`config.mk`:
```
export PLATFORM = sky130hd
export DESIGN_NAME = dbus_uncached_responder
export DESIGN_NICKNAME = d
export VERILOG_FILES = /design/src/rtl/dbus_uncached_responder.sv
export SDC_FILE = /design/constraint.sdc
export NUM_CORES = 1
export LEC_CHECK = 0
export BUFFER_PORTS_ARGS = -buffer_cell sky130_fd_sc_hd__buf_2
export CAP_MARGIN = 20
export CORE_ASPECT_RATIO = 1.1
export CORE_MARGIN = 2
export CORE_UTILIZATION = 40
export DETAILED_ROUTE_END_ITERATION = 12
export HOLD_SLACK_MARGIN = 0.05
export SLEW_MARGIN = 10
export SYNTH_ARGS = -nofsm -noshare
export SYNTH_HDL_FRONTEND = slang
export SYNTH_SLANG_ARGS = --single-unit
```
`constraint.sdc`:
```
create_clock -name clk -period 3.4 [get_ports clk]
set_input_delay 0.17 -clock clk [delete_from_list [all_inputs] [get_ports clk]]
set_output_delay 0.17 -clock clk [all_outputs]
set_load 0.1 [all_outputs]
```
`src/rtl/dbus_uncached_responder.sv`:
```
// rtl/dbus_uncached_responder.sv - uncached dbus slave with posted write buffer and ordered loads
//
// Purpose:
//   Slave end of the CPU uncached data bus. Stores are posted into a small
//   circular write buffer and complete immediately unless the buffer is full.
//   Loads wait until every earlier store has been issued downstream, then go
//   out as a single-beat read on the memory port.
//
// Ports:
//   clk, rst          clock (posedge) and asynchronous active-low reset
//   dbus_read/write   load/store request from the core, held while dbus_stall=1
//   dbus_address      byte address; dbus_byteenable byte lanes; dbus_wrdata store data
//   dbus_rddata       registered load data, held until the next load returns
//   dbus_stall        combinational; the current request is not complete this cycle
//   mem_req/mem_we    downstream request valid / write(1) or read(0)
//   mem_addr/be/wdata downstream word address, byte enables and write data
//   mem_gnt           downstream accepted the request this cycle
//   mem_rvalid/rdata  read response, one pulse per accepted read

module dbus_uncached_responder #(
  parameter int WB_DEPTH = 4
) (
  input  logic        clk,
  input  logic        rst,
  input  logic        dbus_read,
  input  logic        dbus_write,
  input  logic [31:0] dbus_address,
  input  logic [3:0]  dbus_byteenable,
  input  logic [31:0] dbus_wrdata,
  output logic [31:0] dbus_rddata,
  output logic        dbus_stall,
  output logic        mem_req,
  output logic        mem_we,
  output logic [31:0] mem_addr,
  output logic [3:0]  mem_be,
  output logic [31:0] mem_wdata,
  input  logic        mem_gnt,
  input  logic        mem_rvalid,
  input  logic [31:0] mem_rdata
);

  localparam int PW = $clog2(WB_DEPTH);
  localparam int CW = PW + 1;
  localparam logic [CW-1:0] FULL = CW'(WB_DEPTH);

  typedef enum logic [2:0] {
    ST_IDLE,
    ST_DRAIN,
    ST_RD_REQ,
    ST_RD_WAIT,
    ST_RD_DONE
  } state_t;

  state_t          state_q, state_d;
  logic [PW-1:0]   wr_ptr_q, wr_ptr_d;
  logic [PW-1:0]   rd_ptr_q, rd_ptr_d;
  logic [CW-1:0]   count_q, count_d;
  logic [31:0]     rddata_q, rddata_d;

  // Buffer entries keep only the word address; the byte offset never leaves the block.
  logic [29:0]     wb_addr_q [WB_DEPTH];
  logic [29:0]     wb_addr_d [WB_DEPTH];
  logic [3:0]      wb_be_q   [WB_DEPTH];
  logic [3:0]      wb_be_d   [WB_DEPTH];
  logic [31:0]     wb_data_q [WB_DEPTH];
  logic [31:0]     wb_data_d [WB_DEPTH];

  logic            push;
  logic            pop;
  logic            wr_issue;

  // Byte offset of the dbus address is not needed for word-granular downstream traffic.
  logic            unused_addr_bits;
  assign unused_addr_bits = ^dbus_address[1:0];

  assign dbus_rddata = rddata_q;

  // Write buffer control. A read present in the same cycle always wins, so a
  // malformed read+write request never pushes.
  always_comb begin
    push     = dbus_write && !dbus_read && (state_q == ST_IDLE) && (count_q < FULL);
    wr_issue = ((state_q == ST_IDLE) || (state_q == ST_DRAIN)) && (count_q != '0);
    pop      = wr_issue && mem_gnt;
  end

  always_comb begin
    wr_ptr_d = wr_ptr_q;
    rd_ptr_d = rd_ptr_q;
    count_d  = count_q;
    if (push) begin
      wr_ptr_d = wr_ptr_q + PW'(1);
    end
    if (pop) begin
      rd_ptr_d = rd_ptr_q + PW'(1);
    end
    // At full no push is possible, so a pop at full simply makes room.
    case ({push, pop})
      2'b10:   count_d = count_q + CW'(1);
      2'b01:   count_d = count_q - CW'(1);
      default: count_d = count_q;
    endcase
  end

  always_comb begin
    wb_addr_d = wb_addr_q;
    wb_be_d   = wb_be_q;
    wb_data_d = wb_data_q;
    if (push) begin
      wb_addr_d[wr_ptr_q] = dbus_address[31:2];
      wb_be_d[wr_ptr_q]   = dbus_byteenable;
      wb_data_d[wr_ptr_q] = dbus_wrdata;
    end
  end

  // Downstream mux: buffered writes own the port whenever the buffer is
  // non-empty; the read slot is only reachable once the buffer has drained.
  always_comb begin
    mem_req   = 1'b0;
    mem_we    = 1'b0;
    mem_addr  = '0;
    mem_be    = '0;
    mem_wdata = '0;
    if (wr_issue) begin
      mem_req   = 1'b1;
      mem_we    = 1'b1;
      mem_addr  = {wb_addr_q[rd_ptr_q], 2'b00};
      mem_be    = wb_be_q[rd_ptr_q];
      mem_wdata = wb_data_q[rd_ptr_q];
    end else if (state_q == ST_RD_REQ) begin
      mem_req   = 1'b1;
      mem_we    = 1'b0;
      mem_addr  = {dbus_address[31:2], 2'b00};
      mem_be    = dbus_byteenable;
    end
  end

  // Load sequencing and stall generation. Store stall depends only on the
  // registered count so there is no path from mem_gnt to dbus_stall.
  always_comb begin
    state_d    = state_q;
    rddata_d   = rddata_q;
    dbus_stall = 1'b0;
    case (state_q)
      ST_IDLE: begin
        if (dbus_read) begin
          dbus_stall = 1'b1;
          state_d    = (count_q != '0) ? ST_DRAIN : ST_RD_REQ;
        end else if (dbus_write) begin
          dbus_stall = (count_q == FULL);
        end
      end
      ST_DRAIN: begin
        dbus_stall = 1'b1;
        // Post-pop count lets the read go out right after the last write grant.
        if (count_d == '0) begin
          state_d = ST_RD_REQ;
        end
      end
      ST_RD_REQ: begin
        dbus_stall = 1'b1;
        if (mem_gnt) begin
          state_d = ST_RD_WAIT;
        end
      end
      ST_RD_WAIT: begin
        dbus_stall = 1'b1;
        if (mem_rvalid) begin
          rddata_d = mem_rdata;
          state_d  = ST_RD_DONE;
        end
      end
      ST_RD_DONE: begin
        dbus_stall = 1'b0;
        state_d    = ST_IDLE;
      end
      default: begin
        state_d = ST_IDLE;
      end
    endcase
  end

  always_ff @(posedge clk or negedge rst) begin
    if (!rst) begin
      state_q  <= ST_IDLE;
      wr_ptr_q <= '0;
      rd_ptr_q <= '0;
      count_q  <= '0;
      rddata_q <= '0;
      for (int i = 0; i < WB_DEPTH; i++) begin
        wb_addr_q[i] <= '0;
        wb_be_q[i]   <= '0;
        wb_data_q[i] <= '0;
      end
    end else begin
      state_q   <= state_d;
      wr_ptr_q  <= wr_ptr_d;
      rd_ptr_q  <= rd_ptr_d;
      count_q   <= count_d;
      rddata_q  <= rddata_d;
      wb_addr_q <= wb_addr_d;
      wb_be_q   <= wb_be_d;
      wb_data_q <= wb_data_d;
    end
  end

  // The core must never present a load and a store together.
  always @(posedge clk) begin
    if (rst) begin
      assert (!(dbus_read && dbus_write))
        else $error("dbus_read and dbus_write asserted together");
    end
  end

endmodule

```
# Word level (Yosys, flattened, before mapping)
# Index checks and enable logic that the tools add are counted.
# totals
input_bits,106
out_inout_bits,103
word_cells,87
register_bits,306
# classes
reduce_logical,14
bitwise_logic,2
n_eq_ne,10
magnitude_cmp,4
muxes,36
n_addsub,4
# op_table
op,count
32-bit two-way mux,6
128-bit bitwise mux,1
120-bit bitwise mux,1
30-bit two-way mux,3
32-bit binary-select mux with 2-bit select,1
32-bit demux with 2-bit select,1
30-bit binary-select mux with 2-bit select,1
30-bit demux with 2-bit select,1
4-bit two-way mux,5
16-bit bitwise mux,1
3-bit two-way mux,4
3-bit case mux with 4 select lines,1
4-bit binary-select mux with 2-bit select,1
4-bit demux with 2-bit select,1
"3-bit by 2-bit == test with 1-bit output, second input constant",2
"3-bit >= comparator, second input constant",2
1-bit logical AND,6
3-bit zero test,2
"2-bit != test, second input constant",3
2-bit inverter with 3-bit output,2
3-bit case mux with 2 select lines,1
1-bit two-way mux,5
"2-bit by 1-bit adder with 2-bit output, second input constant",2
4-bit AND reduction,1
other kinds (16),16

# Depth between registers and ports, before layout
# Gate-level depths: netlist (run 1).
# depth
depth_word,9
ltp_mapped,12
mapped_depth_nobuf,10

# Worst setup path after synthesis (run 1)
# Ideal clock, no wire load.
# synth_timing
path_kind,flip-flop to output port
start,reg state_q[1]
end,out mem_wdata[10]
n_path_buf,2
stages_incl_launch_ff,5
t_arrival_ps,2638
slack_ps,592
required_ps,3230
cell_sequence,dfrtp_1 -> buf_6 -> nor3_2 -> clkbuf_1 -> and2_1
# synth_between
elab_chain_cells,4
word_cells_on_any_way,5
classes_between,1 x eq/ne; 1 x mux; 3 x reduce/logical
# synth_rtl
item,line,rtl
from (decl),54,"state_t state_q, state_d;"
from (signal assigned),195,state_q <= state_d;
3-bit by 1-bit == test with 1-bit output or 3-bit zero test (tied branches),82,wr_issue = ((state_q == ST_IDLE) || (state_q == ST_DRAIN)) && (count_q != '0);
1-bit logical OR *,82,
1-bit logical AND *,82,
32-bit two-way mux *,123,if (wr_issue) begin
to (decl),36,"output logic [31:0] mem_wdata,"
# Every way passes the cells marked *; elsewhere a longest branch is shown, timed or not.

# Final worst setup path (run 1)
# layout_timing
start,reg state_q[2]
end,out mem_addr[26]
# layout_between
elab_chain_cells,4
word_cells_on_any_way,7
classes_between,2 x eq/ne; 2 x mux; 3 x reduce/logical
# layout_rtl
item,line,rtl
3-bit by 1-bit == test with 1-bit output or 3-bit zero test (tied branches),82,
1-bit logical OR,82,
1-bit logical AND,82,
32-bit two-way mux *,123,
to (decl),34,"output logic [31:0] mem_addr,"
# Marks and branches as above.

==> run_results.csv, run 1 <==
group,metric,value,unit
cts,cts_setup_buffers,0,
sta,total_negative_setup_slack,0,ns
cells_and_area,finalNonFillerCells,1668,
setup_path,critPathMaxFanout,19,
die,die_outline_area,0.0379,mm^2
drt,dr.first_iter.drc_count,433,
synth,muxShareOfSynthArea,37.3,%
synth,mappedNetlistArea,0.0146,mm^2
sta,drv_slew,0,
global_routing,antenna_found_initial,1,
sta,finalSetupViolCount,0,
drt,final_antenna_net_count,0,
global_routing,grt_pass1_wl,51.9,mm
setup_path,worstPathArrival,2.68,ns
cells_and_area,core_util_final,50.4,%
setup_path,regToRegStartpoint,"state_q[2]",
setup_path,ff2ff_path_depth,11,
cells_and_area,drive_gt1_share,55.4,%
synth,synth_xor_xnor_area_share,0.301,%
run,cap_violations,0,
synth,synth-seq-cells,306,
cts,cts_inserted_buffers,36,
global_routing,grt_pass1_vias,9338,
synth,post_synth_and_or_nand_nor_area_fraction,2.55,%
synth,synth-async-reset-ratio,100,%
cells_and_area,nets,1270,
cts,cts_max_path_buffers,3,
die,placement_rows,73,
drt,wire_per_inst,19.2,um
synth,synth.yosys.seq_area_share,52.6,%
sta,tightestPinTransition,0.888,ns
synth,yosysWarningCount,0,
setup_path,setup.worst_path.class,"reg2out",
place,post-place-cells,1506,
synth,syn_inst,852,
drt,via_per_inst,5.04,
drt,dr.pass1.iters,4,
cts,tritoncts,"built",
global_routing,grt_max_degree,93,
cts,clock_latency,0.52,ns
die,die_h,204,um
setup_path,worstSetupStartpoint,"state_q[2]",
cts,post_cts_hold_buffer_count,101,
sta,final.period_utilization,83.9,%
synth,synth_compound_area_share,2.50,%
setup_path,critical_r2r_capture,"state_q[1]",
die,die_w,186,um
place,place_hpwl,18.6,mm
die,boundaryPins,209,
cts,path_clk_slew,0.06,ns
cells_and_area,mostFrequentLayoutCell,"sky130_fd_sc_hd__dfrtp_1",
cells_and_area,mostFrequentLayoutCells,"sky130_fd_sc_hd__dfrtp_1 (304), sky130_fd_sc_hd__buf_2 (203), sky130_fd_sc_hd__mux2_4 (160), sky130_fd_sc_hd__mux2_2 (136), sky130_fd_sc_hd__dlygate4sd3_1 (101)",
place,total_of_buffers_placed_on_input_and_output_ports,204,
cts,htree_num_levels,2,
synth,synth.avg_cell_area,17.1,um^2
cts,clkSinkCount,306,
synth,synth-edff-count,0,
setup_path,cp.required,3.23,ns
synth,combinational_family_with_the_most_area_after_synthesis,"multiplexers",
setup_path,crit_path_end_kind,"primary output",
outcome,run_status,"complete, no violations",
setup_path,r2r_slack,0.81,ns
worst_hold_path,hold_path_class,"in2reg",
setup_path,critPathLaunchType,"register",
place,placed_cell_area,0.0159,mm^2
cts,ctsRootBufferMaster,"sky130_fd_sc_hd__clkbuf_16",
global_routing,grt.overflow.total,0,
drt,via_count,8404,
sta,rsz_0062_raised_after_global_routing,"no",
cells_and_area,syn2layout_area_growth,24.6,%
synth,synth_ff_type,"sky130_fd_sc_hd__dfrtp_1",
sta,finalClockSkew,0.0121,ns
die,initial_core_util,40.4,%
place,gp_routability_congestion,0.717,
global_routing,grt_usage,17.7,%
sta,slew_headroom,40.8,%
sta,achievable-frequency,351,MHz
sta,final_period_minus_worst_setup_slack,2.85,ns
sta,timing_hold_violations_final,0,
die,core,0.0360,mm^2
synth,ys_types,41,
cts,post_cts_resized,0,
setup_path,critPathCapture,"mem_addr[26]",
synth,synth_adder_area_share,0.567,%
drt,route.final.wire_length,32.0,mm
cells_and_area,stdcell_area,0.0181,mm^2
drt,detail_route.drc_violations,0,
==> stage by stage <==
stage / setup WS (ns) / hold WS, ns
4_1_cts: 0.446 / 0.0826
3_5_place_dp: 0.828 / 0.246
6_report: 0.547 / 0.122
2_1_floorplan: 0.592 / -0.126
3_3_place_gp: 0.826 / 0.248
5_1_grt: 0.390 / 0.142
==> worst min path at each step <==
| stage | startpoint | to | slack [ns] | cells after the start |
|---|---|---|---|---|
| after detailed placement | rst | wb_addr_q[73] | 0.25 | 1 |
| after global routing | dbus_read | state_q[1] | 0.14 | 4 |
| after global placement | rst | wb_addr_q[103] | 0.25 | 1 |
| after floorplan | rst | count_q[0] | -0.13 | 0 |
| after CTS | dbus_read | state_q[1] | 0.08 | 4 |
| final | dbus_read | state_q[1] | 0.12 | 4 |
==> flip-flops by register name, indices dropped and copies added (netlist names) <==
name,flops
count_q,3
dbus_rddata,32
rd_ptr_q,2
state_q,3
wb_addr_q,120
wb_be_q,16
wb_data_q,128
wr_ptr_q,2
==> area by class of cell <==
cell class | count | area (um^2)
Clock inverter | 8 | 140
Timing Repair Buffer | 329 | 2330
Inverter | 7 | 26.3
Sequential cell | 306 | 7660
Clock buffer | 52 | 1050
Antenna cell | 1 | 2.50
Tap cell | 487 | 609
Fill cell | 3119 | 17800
Multi-Input combinational cell | 478 | 6310
==> cell usage after synthesis, drive strengths merged, types with 2 or more instances <==
library cell	n	area, um^2
dfrtp	306	7660
mux2	296	3930
mux4	66	1490
buf	47	521
a22o	34	298
and2	33	206
clkbuf	15	56.3
nand2	9	63.8
inv	7	26.3
ha	5	62.6
nor2	3	13.8
nor3	3	20.0
or2	3	18.8
xnor2	3	26.3
a211oi	2	15.0
a21oi	2	10.0
o21ai	2	10.0
xor2	2	17.5
==> worst max-delay path, cell delays in order, from the launching register on <==
cell                       delay, ns
sky130_fd_sc_hd__dfrtp_1        0.47
sky130_fd_sc_hd__nand2b_1       0.23
sky130_fd_sc_hd__nor2_4         0.53
sky130_fd_sc_hd__buf_4          0.31
sky130_fd_sc_hd__a22o_1         0.17
sky130_fd_sc_hd__buf_2          0.43
==> layer usage <==
layer,share of wire [%],global-route usage (%),vias up,wire [um]
met3,4.4,3.33,42,1400
li1,-,-,3751,-
met1,44,23.5,4439,14200
met5,0,0,-,0
met4,2.0,5.51,0,629
met2,49,29.3,172,15800
==> cells by family after synthesis <==
kind of cell | Yosys count
AOI/OAI and AO/OA | 44
xor gates and xnor gates | 5
adders and majority gates | 6
buffers and inverters | 69
DFF | 306
muxes | 363
other | 1
and+or+nand+nor | 58
Power of run 1 is not shown: default switching activity piles up to over one toggle a cycle in this logic, so the estimate is an artifact.
==> inputs of run 2 (changes only) <==
Clock period 3.4 ns to 2.6 ns, I/O delays scaled along.
==> run 2 against run 1 <==
Compared with the run above: global-route usage shrank 0.23 points; register-to-register slack lost 0.70 ns; first-iteration DRC count shrank 22%; sequential share of layout area shrank 0.98 points; final area grew 2.4%; die area is the same; highest routed layer is now met5; clock skew grew 0.0081 ns; largest cell class unchanged; via count grew 0.59%; critical path type is now reg2reg; cell count grew 0.48%.
==> run_results.csv, run 2 (synthesis gave the netlist of run 1 again) <==
group,metric,value,unit
sta,drv_slew,0,
sta,achievable-frequency,402,MHz
setup_path,critPathMaxFanout,5,
cts,cts_inserted_buffers,36,
worst_hold_path,hold_path.startpoint,"dbus_read",
cts,cts_max_path_buffers,3,
setup_path,worstPathArrival,2.88,ns
setup_path,crit_path_end_kind,"register",
cells_and_area,mostFrequentLayoutCells,"sky130_fd_sc_hd__dfrtp_1 (304), sky130_fd_sc_hd__buf_2 (184), sky130_fd_sc_hd__mux2_4 (160), sky130_fd_sc_hd__mux2_2 (136), sky130_fd_sc_hd__dlygate4sd3_1 (101)",
place,total_of_buffers_placed_on_input_and_output_ports,204,
cells_and_area,finalNonFillerCells,1676,
sta,finalWorstSetupSlack,0.112,ns
cells_and_area,core_util_final,51.6,%
sta,total_negative_setup_slack,0,ns
worst_hold_path,cells_on_worst_hold_path,4,
setup_path,regToRegStartpoint,"count_q[2]",
outcome,run_status,"complete, no violations",
sta,rsz_0062_raised_after_global_routing,"yes",
cts,tritoncts,"built",
drt,wire_per_inst,19.3,um
setup_path,r2r_slack,0.11,ns
place,place_hpwl,18.3,mm
cells_and_area,drive_gt1_share,55.9,%
sta,timing_hold_violations_final,0,
die,placement_rows,73,
drt,final_antenna_net_count,0,
cts,path_clk_slew,0.06,ns
cells_and_area,mostFrequentLayoutCell,"sky130_fd_sc_hd__dfrtp_1",
cts,clkSinkCount,306,
cells_and_area,syn2layout_area_growth,27.6,%
sta,final.period_utilization,95.7,%
setup_path,cp.required,2.99,ns
die,die_h,204,um
cells_and_area,n_fill_cell,3068,
worst_hold_path,holdPathEnd,"state_q[1]",
drt,dr.first_iter.drc_count,338,
cts,htree_num_levels,2,
run,cap_violations,0,
sta,finalSetupViolCount,0,
die,core,0.0360,mm^2
place,gp_routability_congestion,0.719,
global_routing,grt_pass1_wl,51.6,mm
global_routing,grt_usage,17.4,%
global_routing,grt.overflow.total,0,
cells_and_area,nets,1278,
global_routing,grt_pass1_vias,9214,
global_routing,antenna_found_initial,1,
place,dp_worst_setup_slack,0.0786,ns
global_routing,grt_max_degree,75,
drt,via_per_inst,5.04,
die,die_w,186,um
drt,route.final.wire_length,32.3,mm
place,post-place-cells,1512,
cells_and_area,layout.area.seq,0.00766,mm^2
drt,via_count,8454,
setup_path,critPathLaunchType,"register",
drt,detail_route.drc_violations,0,
cells_and_area,regMostFlops,"wb_data_q",
setup_path,critical_r2r_capture,"state_q[1]",
sta,finalClockSkew,0.0202,ns
sta,slew_headroom,58.1,%
die,die_outline_area,0.0379,mm^2
die,boundaryPins,209,
cells_and_area,largest_register_ff_count,128,
sta,tightestPinTransition,0.628,ns
cts,ctsRootBufferMaster,"sky130_fd_sc_hd__clkbuf_16",
die,initial_core_util,40.4,%
cts,clock_latency,0.52,ns
cells_and_area,n_antenna_cell,0,
cells_and_area,multi_input_comb_area,0.00632,mm^2
sta,final_period_minus_worst_setup_slack,2.49,ns
worst_hold_path,hold_path_class,"in2reg",
drt,dr.pass1.iters,4,
setup_path,ff2ff_path_depth,11,
setup_path,setup.worst_path.class,"reg2reg",
[run 2: changes by cell type in the layout (fill, tap and decap cells not counted), sizes merged]
cell / delta
clkinvlp: +1
bufinv: -4
clkinv: +1
clkbuf: +4
buf: +7
diode: -1
[run 2: stage by stage]
stage	instance area, um^2	hold WS [ns]
floorplan	14600	-0.166
global placement	16400	0.177
detailed placement	16400	0.182
CTS	18500	0.0689
global route	18600	0.0981
finish	18600	0.0876
[run 2: routing by layer]
metal	vias up	wire length (um)	GRT usage [%]	part of all wire, %
met5	-	12	0	0.037
met4	2	519	4.19	1.6
met3	39	1610	3.92	5.0
met2	178	15600	28.5	48
met1	4452	14600	23.6	45
li1	3783	-	-	-
[run 2: worst max-delay path by stage]
stage / depth (start not counted) / start / slack (ns) / to
2_1_floorplan: 10 / state_q[1] / 0.20 / state_q[1]
4_1_cts: 6 / count_q[0] / 0.0005 / mem_be[3]
3_5_place_dp: 11 / count_q[0] / 0.08 / state_q[1]
5_1_grt: 11 / count_q[0] / -0.04 / state_q[1]
6_report: 11 / count_q[2] / 0.11 / state_q[1]
3_3_place_gp: 11 / count_q[0] / 0.14 / state_q[1]
[run 2: cell type report]
class | instances | area share [%]
flip-flops and latches | 306 | 41.3
multi-input cells | 478 | 34.0
repair buffers | 337 | 15.2
clock buffers | 55 | 5.83
well taps | 487 | 3.28
clock inverters | 6 | 0.195
inverters | 7 | 0.141
[run 2: timing repair]
item,4_1_cts,5_1_grt
gates cloned,0,1
hold buffers,101,0
endpoints found under the hold margin,366,0
gates resized for setup,2,6
setup buffers,0,1
setup endpoints to repair,68,50
[run 2: worst max-delay path, stage by stage (launching register included)]
cell and delay [ns]:
sky130_fd_sc_hd__dfrtp_1 0.40, sky130_fd_sc_hd__nor3_1 0.07, sky130_fd_sc_hd__buf_4 0.14, sky130_fd_sc_hd__nor3_4 0.16, sky130_fd_sc_hd__and2_4 0.19, sky130_fd_sc_hd__ha_2 0.19
sky130_fd_sc_hd__inv_1 0.06, sky130_fd_sc_hd__fa_1 0.37, sky130_fd_sc_hd__xor2_1 0.16, sky130_fd_sc_hd__or3_1 0.35, sky130_fd_sc_hd__a31oi_2 0.21, sky130_fd_sc_hd__a211oi_1 0.06
Power of run 2 is left out for the same reason.
